$ cat config.mk
export PLATFORM = sky130hd
export DESIGN_NAME = scalar_alu_pipe
export DESIGN_NICKNAME = d
export VERILOG_FILES = /design/src/rtl/scalar_alu_pipe.sv
export SDC_FILE = /design/constraint.sdc
export NUM_CORES = 2
export LEC_CHECK = 0
export BUFFER_PORTS_ARGS = -buffer_cell sky130_fd_sc_hd__buf_2
export CAP_MARGIN = 20
export CORE_MARGIN = 5
export CORE_UTILIZATION = 40
export DETAILED_ROUTE_END_ITERATION = 10
export REMOVE_ABC_BUFFERS = 1
export SLEW_MARGIN = 20
export SYNTH_ARGS = -nofsm -noshare
export SYNTH_HDL_FRONTEND = slang
export SYNTH_SLANG_ARGS = --single-unit
$ cat constraint.sdc
create_clock -name clk -period 12.05 [get_ports clk]
set_input_delay 0.6025 -clock clk [delete_from_list [all_inputs] [get_ports clk]]
set_output_delay 0.6025 -clock clk [all_outputs]
set_load 0.01 [all_outputs]
$ cat src/rtl/scalar_alu_pipe.sv
// Scalar ALU with a single-entry result register and a multi-cycle multiplier.
// Accepts one operation per cycle when the result slot is free or being drained.
// Non-multiply results appear one cycle after accept. Multiplies hold the pipe
// for MUL_LAT cycles.
//
// state | meaning
// IDLE  | no result held, ready for an operation
// MUL   | multiply in progress, counter running toward zero
// HOLD  | result held until the consumer takes it
module scalar_alu_pipe #(
  parameter int DATA_W  = 32,
  parameter int MUL_LAT = 4
) (
  input  logic                clk,
  input  logic                rst,
  input  logic                in_valid,
  output logic                in_ready,
  input  logic [31:0]         control,
  input  logic                b64_op,
  input  logic [2*DATA_W-1:0] s1,
  input  logic [2*DATA_W-1:0] s2,
  input  logic [2*DATA_W-1:0] exec,
  output logic                out_valid,
  input  logic                out_ready,
  output logic [2*DATA_W-1:0] out,
  output logic                scc_val,
  output logic                scc_wr,
  output logic                illegal
);

  localparam int XW   = 2 * DATA_W;
  localparam int SH_W = $clog2(DATA_W);

  localparam logic [7:0] FMT_SOPP = 8'h01;
  localparam logic [7:0] FMT_SOP1 = 8'h02;
  localparam logic [7:0] FMT_SOPC = 8'h04;
  localparam logic [7:0] FMT_SOP2 = 8'h08;
  localparam logic [7:0] FMT_SOPK = 8'h10;

  // A latency of 1 means the multiply completes like any other op, with no MUL state.
  localparam logic       MUL_MULTI = (MUL_LAT > 1);
  localparam logic [3:0] MUL_LOAD  = 4'(MUL_LAT - 1);

  typedef enum logic [1:0] {ST_IDLE, ST_MUL, ST_HOLD} state_t;

  state_t state_q, state_d;
  logic [3:0] cnt_q, cnt_d;

  logic [XW-1:0]     out_q, out_d;
  logic              scc_val_q, scc_val_d;
  logic              scc_wr_q, scc_wr_d;
  logic              illegal_q, illegal_d;
  logic [DATA_W-1:0] mul_a_q, mul_a_d;
  logic [DATA_W-1:0] mul_b_q, mul_b_d;
  logic              mul_k_q, mul_k_d;

  logic accept, load_res, load_mul, load_prod;

  // ------------------------------------------------------------------
  // Operand views and shared arithmetic
  // ------------------------------------------------------------------
  logic [7:0]        fmt;
  logic [23:0]       opc;
  logic [DATA_W-1:0] a, b;
  logic [DATA_W:0]   add_c;
  logic [DATA_W-1:0] sum, diff, simm16, pc_rel, ashr_res;
  logic [SH_W-1:0]   shamt;
  logic              add_ovf, sub_ovf, lt_u, gt_u, lt_s, eq;
  logic [XW-1:0]     wmask;

  assign fmt     = control[31:24];
  assign opc     = control[23:0];
  assign a       = s1[DATA_W-1:0];
  assign b       = s2[DATA_W-1:0];
  assign add_c   = {1'b0, a} + {1'b0, b};
  assign sum     = add_c[DATA_W-1:0];
  assign diff    = a - b;
  assign add_ovf = (a[DATA_W-1] == b[DATA_W-1]) && (sum[DATA_W-1] != a[DATA_W-1]);
  assign sub_ovf = (a[DATA_W-1] != b[DATA_W-1]) && (diff[DATA_W-1] != a[DATA_W-1]);
  assign lt_u    = a < b;
  assign gt_u    = b < a;
  assign lt_s    = $signed(a) < $signed(b);
  assign eq      = a == b;
  assign simm16  = {{(DATA_W-16){s2[15]}}, s2[15:0]};
  assign pc_rel  = a + {simm16[DATA_W-3:0], 2'b00} + {{(DATA_W-3){1'b0}}, 3'b100};
  assign shamt   = b[SH_W-1:0];
  assign ashr_res = $signed(a) >>> shamt;
  // 32-bit ops keep only the low half so the upper half of out is always zero.
  assign wmask   = b64_op ? {XW{1'b1}} : {{DATA_W{1'b0}}, {DATA_W{1'b1}}};

  // Single multiplier: fed from the captured operands while a multiply is running,
  // otherwise straight from the inputs (used when MUL_LAT is 1).
  logic [DATA_W-1:0] mul_a, mul_b;
  logic [XW-1:0]     mul_a_x, mul_b_x, prod;
  logic              prod_ovf;

  assign mul_a    = (state_q == ST_MUL) ? mul_a_q : a;
  assign mul_b    = (state_q == ST_MUL) ? mul_b_q : b;
  assign mul_a_x  = {{DATA_W{mul_a[DATA_W-1]}}, mul_a};
  assign mul_b_x  = {{DATA_W{mul_b[DATA_W-1]}}, mul_b};
  assign prod     = mul_a_x * mul_b_x;
  assign prod_ovf = prod[XW-1:DATA_W] != {DATA_W{prod[DATA_W-1]}};

  // ------------------------------------------------------------------
  // Operation decode
  // ------------------------------------------------------------------
  logic [XW-1:0] res_out, res_out_m;
  logic          res_scc, res_nz, res_wr, res_ill, res_mul, res_mulk, res_scc_f;

  // Decode format/opcode into a result, its SCC effect and the multiply flags.
  always_comb begin
    res_out  = '0;
    res_scc  = 1'b0;
    res_nz   = 1'b0;
    res_wr   = 1'b0;
    res_ill  = 1'b0;
    res_mul  = 1'b0;
    res_mulk = 1'b0;
    case (fmt)
      FMT_SOPP: begin
        case (opc)
          24'h02, 24'h04, 24'h05, 24'h06, 24'h08: res_out = {{DATA_W{1'b0}}, pc_rel};
          default: res_ill = 1'b1;
        endcase
      end
      FMT_SOP1: begin
        case (opc)
          24'h03, 24'h04: res_out = s1;
          24'h07, 24'h08: begin res_out = ~s1;       res_nz = 1'b1; res_wr = 1'b1; end
          24'h24:         begin res_out = s1 & exec; res_nz = 1'b1; res_wr = 1'b1; end
          default: res_ill = 1'b1;
        endcase
      end
      FMT_SOP2: begin
        case (opc)
          24'h00: begin res_out = {{DATA_W{1'b0}}, sum};  res_scc = add_c[DATA_W]; res_wr = 1'b1; end
          24'h01: begin res_out = {{DATA_W{1'b0}}, diff}; res_scc = lt_u;          res_wr = 1'b1; end
          24'h02: begin res_out = {{DATA_W{1'b0}}, sum};  res_scc = add_ovf;       res_wr = 1'b1; end
          24'h03: begin res_out = {{DATA_W{1'b0}}, diff}; res_scc = sub_ovf;       res_wr = 1'b1; end
          24'h07: begin
            res_out = {{DATA_W{1'b0}}, (lt_u ? a : b)}; res_scc = lt_u; res_wr = 1'b1;
          end
          24'h09: begin
            res_out = {{DATA_W{1'b0}}, (gt_u ? a : b)}; res_scc = gt_u; res_wr = 1'b1;
          end
          24'h0E, 24'h0F: begin res_out = s1 & s2;  res_nz = 1'b1; res_wr = 1'b1; end
          24'h10, 24'h11: begin res_out = s1 | s2;  res_nz = 1'b1; res_wr = 1'b1; end
          24'h12, 24'h13: begin res_out = s1 ^ s2;  res_nz = 1'b1; res_wr = 1'b1; end
          24'h15:         begin res_out = s1 & ~s2; res_nz = 1'b1; res_wr = 1'b1; end
          24'h1E: begin res_out = {{DATA_W{1'b0}}, (a << shamt)}; res_nz = 1'b1; res_wr = 1'b1; end
          24'h20: begin res_out = {{DATA_W{1'b0}}, (a >> shamt)}; res_nz = 1'b1; res_wr = 1'b1; end
          24'h22: begin res_out = {{DATA_W{1'b0}}, ashr_res};     res_nz = 1'b1; res_wr = 1'b1; end
          24'h26: begin res_out = {{DATA_W{1'b0}}, prod[DATA_W-1:0]}; res_mul = 1'b1; end
          default: res_ill = 1'b1;
        endcase
      end
      FMT_SOPC: begin
        case (opc)
          24'h00: begin res_scc = eq;           res_wr = 1'b1; end
          24'h04: begin res_scc = lt_s;         res_wr = 1'b1; end
          24'h05: begin res_scc = lt_s || eq;   res_wr = 1'b1; end
          24'h09: begin res_scc = !lt_u;        res_wr = 1'b1; end
          24'h0A: begin res_scc = lt_u;         res_wr = 1'b1; end
          24'h0B: begin res_scc = lt_u || eq;   res_wr = 1'b1; end
          default: res_ill = 1'b1;
        endcase
      end
      FMT_SOPK: begin
        case (opc)
          24'h00: res_out = s2;
          24'h0F: begin res_out = {{DATA_W{1'b0}}, sum}; res_scc = add_ovf; res_wr = 1'b1; end
          24'h10: begin
            res_out  = {{DATA_W{1'b0}}, prod[DATA_W-1:0]};
            res_scc  = prod_ovf;
            res_wr   = 1'b1;
            res_mul  = 1'b1;
            res_mulk = 1'b1;
          end
          default: res_ill = 1'b1;
        endcase
      end
      default: res_ill = 1'b1;
    endcase
  end

  assign res_out_m = res_out & wmask;
  assign res_scc_f = res_nz ? (|res_out_m) : res_scc;

  // ------------------------------------------------------------------
  // Control FSM
  // ------------------------------------------------------------------
  assign in_ready = (state_q == ST_IDLE) || ((state_q == ST_HOLD) && out_ready);
  assign accept   = in_valid && in_ready;

  // Next state, multiply countdown and datapath load strobes.
  always_comb begin
    state_d   = state_q;
    cnt_d     = cnt_q;
    load_res  = 1'b0;
    load_mul  = 1'b0;
    load_prod = 1'b0;
    case (state_q)
      ST_MUL: begin
        if (cnt_q <= 4'd1) begin
          state_d   = ST_HOLD;
          cnt_d     = 4'd0;
          load_prod = 1'b1;
        end else begin
          cnt_d = cnt_q - 4'd1;
        end
      end
      ST_HOLD: begin
        if (out_ready && !in_valid) state_d = ST_IDLE;
      end
      default: ;
    endcase
    if (accept) begin
      if (res_mul && MUL_MULTI) begin
        state_d  = ST_MUL;
        cnt_d    = MUL_LOAD;
        load_mul = 1'b1;
      end else begin
        state_d  = ST_HOLD;
        load_res = 1'b1;
      end
    end
  end

  // State and countdown register.
  always_ff @(posedge clk) begin
    if (rst) begin
      state_q <= ST_IDLE;
      cnt_q   <= 4'd0;
    end else begin
      state_q <= state_d;
      cnt_q   <= cnt_d;
    end
  end

  // Result and captured-operand next values; unchanged unless a load strobe fires.
  always_comb begin
    out_d     = out_q;
    scc_val_d = scc_val_q;
    scc_wr_d  = scc_wr_q;
    illegal_d = illegal_q;
    mul_a_d   = mul_a_q;
    mul_b_d   = mul_b_q;
    mul_k_d   = mul_k_q;
    if (load_res) begin
      out_d     = res_out_m;
      scc_val_d = res_scc_f;
      scc_wr_d  = res_wr;
      illegal_d = res_ill;
    end
    if (load_mul) begin
      mul_a_d = a;
      mul_b_d = b;
      mul_k_d = res_mulk;
    end
    if (load_prod) begin
      out_d     = {{DATA_W{1'b0}}, prod[DATA_W-1:0]};
      scc_val_d = mul_k_q & prod_ovf;
      scc_wr_d  = mul_k_q;
      illegal_d = 1'b0;
    end
  end

  // Result and multiply operand registers.
  always_ff @(posedge clk) begin
    if (rst) begin
      out_q     <= '0;
      scc_val_q <= 1'b0;
      scc_wr_q  <= 1'b0;
      illegal_q <= 1'b0;
      mul_a_q   <= '0;
      mul_b_q   <= '0;
      mul_k_q   <= 1'b0;
    end else begin
      out_q     <= out_d;
      scc_val_q <= scc_val_d;
      scc_wr_q  <= scc_wr_d;
      illegal_q <= illegal_d;
      mul_a_q   <= mul_a_d;
      mul_b_q   <= mul_b_d;
      mul_k_q   <= mul_k_d;
    end
  end

  assign out_valid = (state_q == ST_HOLD);
  assign out       = out_q;
  assign scc_val   = scc_val_q;
  assign scc_wr    = scc_wr_q;
  assign illegal   = illegal_q;

endmodule
==> summary by stage <==
Outcome
The flow ran to the end, and the final reports show no timing, DRC or antenna violations.

Worst setup path
The largest driver fanout on the critical path is between 50 and 60. STA classifies the critical path startpoint as a flip-flop. The slowest stage of the critical path belongs to the cell sky130_fd_sc_hd__nor2b_4. The path type of the worst setup path is flip-flop to flip-flop. The data arrival at the endpoint of the critical path is between 10 and 15 ns.

The worst setup path is captured at a flip-flop. Measured in cells, the most critical reg-to-reg path has a length of 32. The most repeated library cell on the critical path is sky130_fd_sc_hd__fa_1. STA puts the critical path data required time at ~12 ns. In this design, the stage delay of the slowest critical-path cell is 0.81 ns.

STA
The actual transition at the worst max-transition pin is between 1 and 1.5 ns. The number of hold violations in the final report was 0. Static timing analysis puts the maximum clock frequency at approximately 86 MHz. The final period utilization is 96.56%. The number of setup violations in the final report is 0. The worst max-slew margin expressed relative to the limit is 12.07%. Setup repair after global routing left no endpoint under its margin. The final critical delay including setup and external delays is 11.64 ns. The final clock skew is around 0.017 ns.

The final hold slack is roughly 0.39 ns. The number of max-slew violations in the final report came to 0.

Die
between 200 and 300 I/O pins were placed. The floorplan has around 140 rows. The core box area is about 150,000 um2. The initial utilization of the core area, before any placement, comes to 40.16%. The height of the die is 394.8 um. The die outline area is about 160,000 um2.

The die extent in x is just under 400 um.

Synth
The cell count after synthesis came out at ~7,400. The number of different library cells in the post-synthesis netlist is 100. The cell area that synthesis handed to floorplanning was 59,230 um2. The yosys synthesis warning count is 0. Among all flip-flop cells after synthesis, the most frequent one is sky130_fd_sc_hd__dfxtp_1. Counting flops with an async set or reset pin after synthesis yields a share of 0%.

The average cell area after synthesis is ~8.0 um2. The sequential-to-total area share from yosys stat is between 4 and 5%. In this run, synthesis inferred 0 flip-flops with an integrated enable. Synthesis inferred around 140 register bits.

Global routing
Across every metal layer, demand over resource in global routing totals a little under 40%. The number of global-route vias before repair is between 60,000 and 70,000. The initial antenna violation count came to 22. The first-pass GRT wire length is approximately 450,000 um.

The final global-route overflow total is 0. Entering global routing, the biggest net connects 68 pins.

Worst hold path
Along the worst hold path, the cell count comes to 3. The tightest min-delay check is of the input port to flip-flop type.

Place
The total of buffers placed on input and output ports is about 300. The placer's final routability congestion estimate is around 1.1. Once detailed placement completed, the half-perimeter wirelength came to 254,900 um. The instance area after placement is 64,130 um2.

Finish
The library cells used most frequently in the layout, excluding fill and tap cells, are sky130_fd_sc_hd__fa_1, sky130_fd_sc_hd__nand2_1, sky130_fd_sc_hd__inv_1. The share of final-layout standard cells stronger than drive strength 1 is between 10% and 20%. The net count of the finished layout is a little over 9,000. Summing all multi-input logic gate instances after layout gives ~51,000 um2.

The filler cells instantiated in the layout total around 15,000. The area taken by flip-flops and latches is around 2800 um2. The most common library cell in the layout ignoring fill and taps is sky130_fd_sc_hd__fa_1. The finished layout cell area is between 60,000 and 70,000 um2. From synthesis to final layout, the design area changed by 9.307%.

Clocking
After clock tree synthesis, the clock-pin slew on the worst setup and hold paths is around 0.070 ns. The clock tree synthesis step divided the H-tree into 4 levels. The CTS tree is built. CTS placed an instance of sky130_fd_sc_hd__clkbuf_16 at the clock tree root.

In this run the post-CTS setup repair buffer count came out at 0. The number of buffers inserted for hold repair after clock tree synthesis is 0. Once the clock tree was built, the resizer swapped 0 gates to a different size. The later pin in the worst-skew pair is clocked with a latency of 0.53 ns. The clock passes through at most 2 buffers. In this run, CTS created clock tree buffers numbering 17. The number of sinks driven by the clock tree is between 100 and 150.

Run
The reported max-cap violation count is 0.

Drt
The count of routing violations after the opening detailed-route iteration is around 7,600. The antenna violation net count after detailed routing is 0. The first TritonRoute pass finished after 9 iterations. For this run, design rule violations remaining after detail routing come to 0. The final routed wire length divided by cell count is approximately 33 um. The per-cell via count in the routed design is 6.378. The number of vias after detailed routing is just over 60,000. The routed design has about 320,000 um of wire.
cell families (layout without fill, tap and decap cells):
family                   after synthesis  in the layout  share of synthesized area, %
AND/OR/NAND/NOR                     2446           2446                         17.61
XOR/XNOR                             136            136                         2.011
AO/OA/AOI/OAI                       1562           1562                         17.43
other                                  0             14                             0
multiplexers                         176            176                         4.425
adder cells (fa/ha/maj)             1457           1457                         44.53
flip-flops                           138            138                         4.664
buffers and inverters               1444           1630                         9.334
stage by stage:
stage                     worst slack (ns)  utilization (%)  cells  TNS (ns)
after global routing                0.1185            43.88   9480         0
after floorplan                     -5.501                -   6875    -95.89
final                               0.4143            43.90   9489         0
after global placement              0.8515            43.48   9443         0
after detailed placement            0.7693            43.48   9443         0
after CTS                           0.7339            43.87   9475         0
final timing paths:
check / slack [ns] / endpoint / from
worst max-delay path: 0.41 / scc_val / state_q[0]
worst min-delay path: 0.39 / mul_b_q[25] / s2[25]
worst max register to register: 0.41 / scc_val / state_q[0]
worst min register to register: 0.45 / out[44] / out[44]
registers in the layout, indices dropped and copies added (netlist names):
signal	count
mul_k_q	1
scc_wr	1
out	64
cnt_q	4
illegal	1
scc_val	1
mul_b_q	32
mul_a_q	32
state_q	2
layer usage:
metal | wire length (um) | global-route usage, %
met2 | 134500 | 59.25
met1 | 118500 | 49.80
met5 | 121 | 0
met3 | 35730 | 11.66
met4 | 26750 | 26.60
critical path: cells and delay by family (launching register included):
family	cells	cell delay [ns]
adders and majority gates	9	4.32
AOI/OAI and AO/OA	8	3.00
and+or+nand+nor	7	2.26
buffers and inverters	7	1.14
DFF	1	0.39
xor gates and xnor gates	1	0.31
cell type report:
| class | instances | area share [%] |
|---|---|---|
| tap | 1930 | 3.730 |
| clock inverter | 13 | 0.1836 |
| inverter | 960 | 5.566 |
| antenna | 14 | 0.05411 |
| sequential | 138 | 4.267 |
| timing repair buffer | 638 | 6.323 |
| clock buffer | 19 | 0.6996 |
| multi-input combinational | 5777 | 79.18 |
Yosys cell counts, drive strengths merged, types with 32 or more instances:
master	instances	share of area [%]
fa	1085	37
nand2	1062	6.7
inv	955	6.1
nor2	875	5.5
a21oi	491	4.2
clkbuf	391	2.5
ha	372	7.9
o21ai	282	2.4
dfxtp	138	4.7
a21o	113	1.4
xnor2	101	1.5
nor3	94	0.79
buf	93	0.77
a22oi	74	0.94
mux2i	74	1.3
nand3	74	0.63
nor4	67	0.73
mux4	65	2.5
a211oi	56	0.72
a221oi	48	0.71
o211ai	47	0.60
o22ai	44	0.46
nand4	39	0.41
mux2	37	0.70
o31ai	37	0.49
xor2	35	0.52
o221ai	34	0.50
nor2b	32	0.35
Power is left out: the tool's default activity adds up to more than one toggle a clock period on the data nets, which glitch-free logic cannot reach.
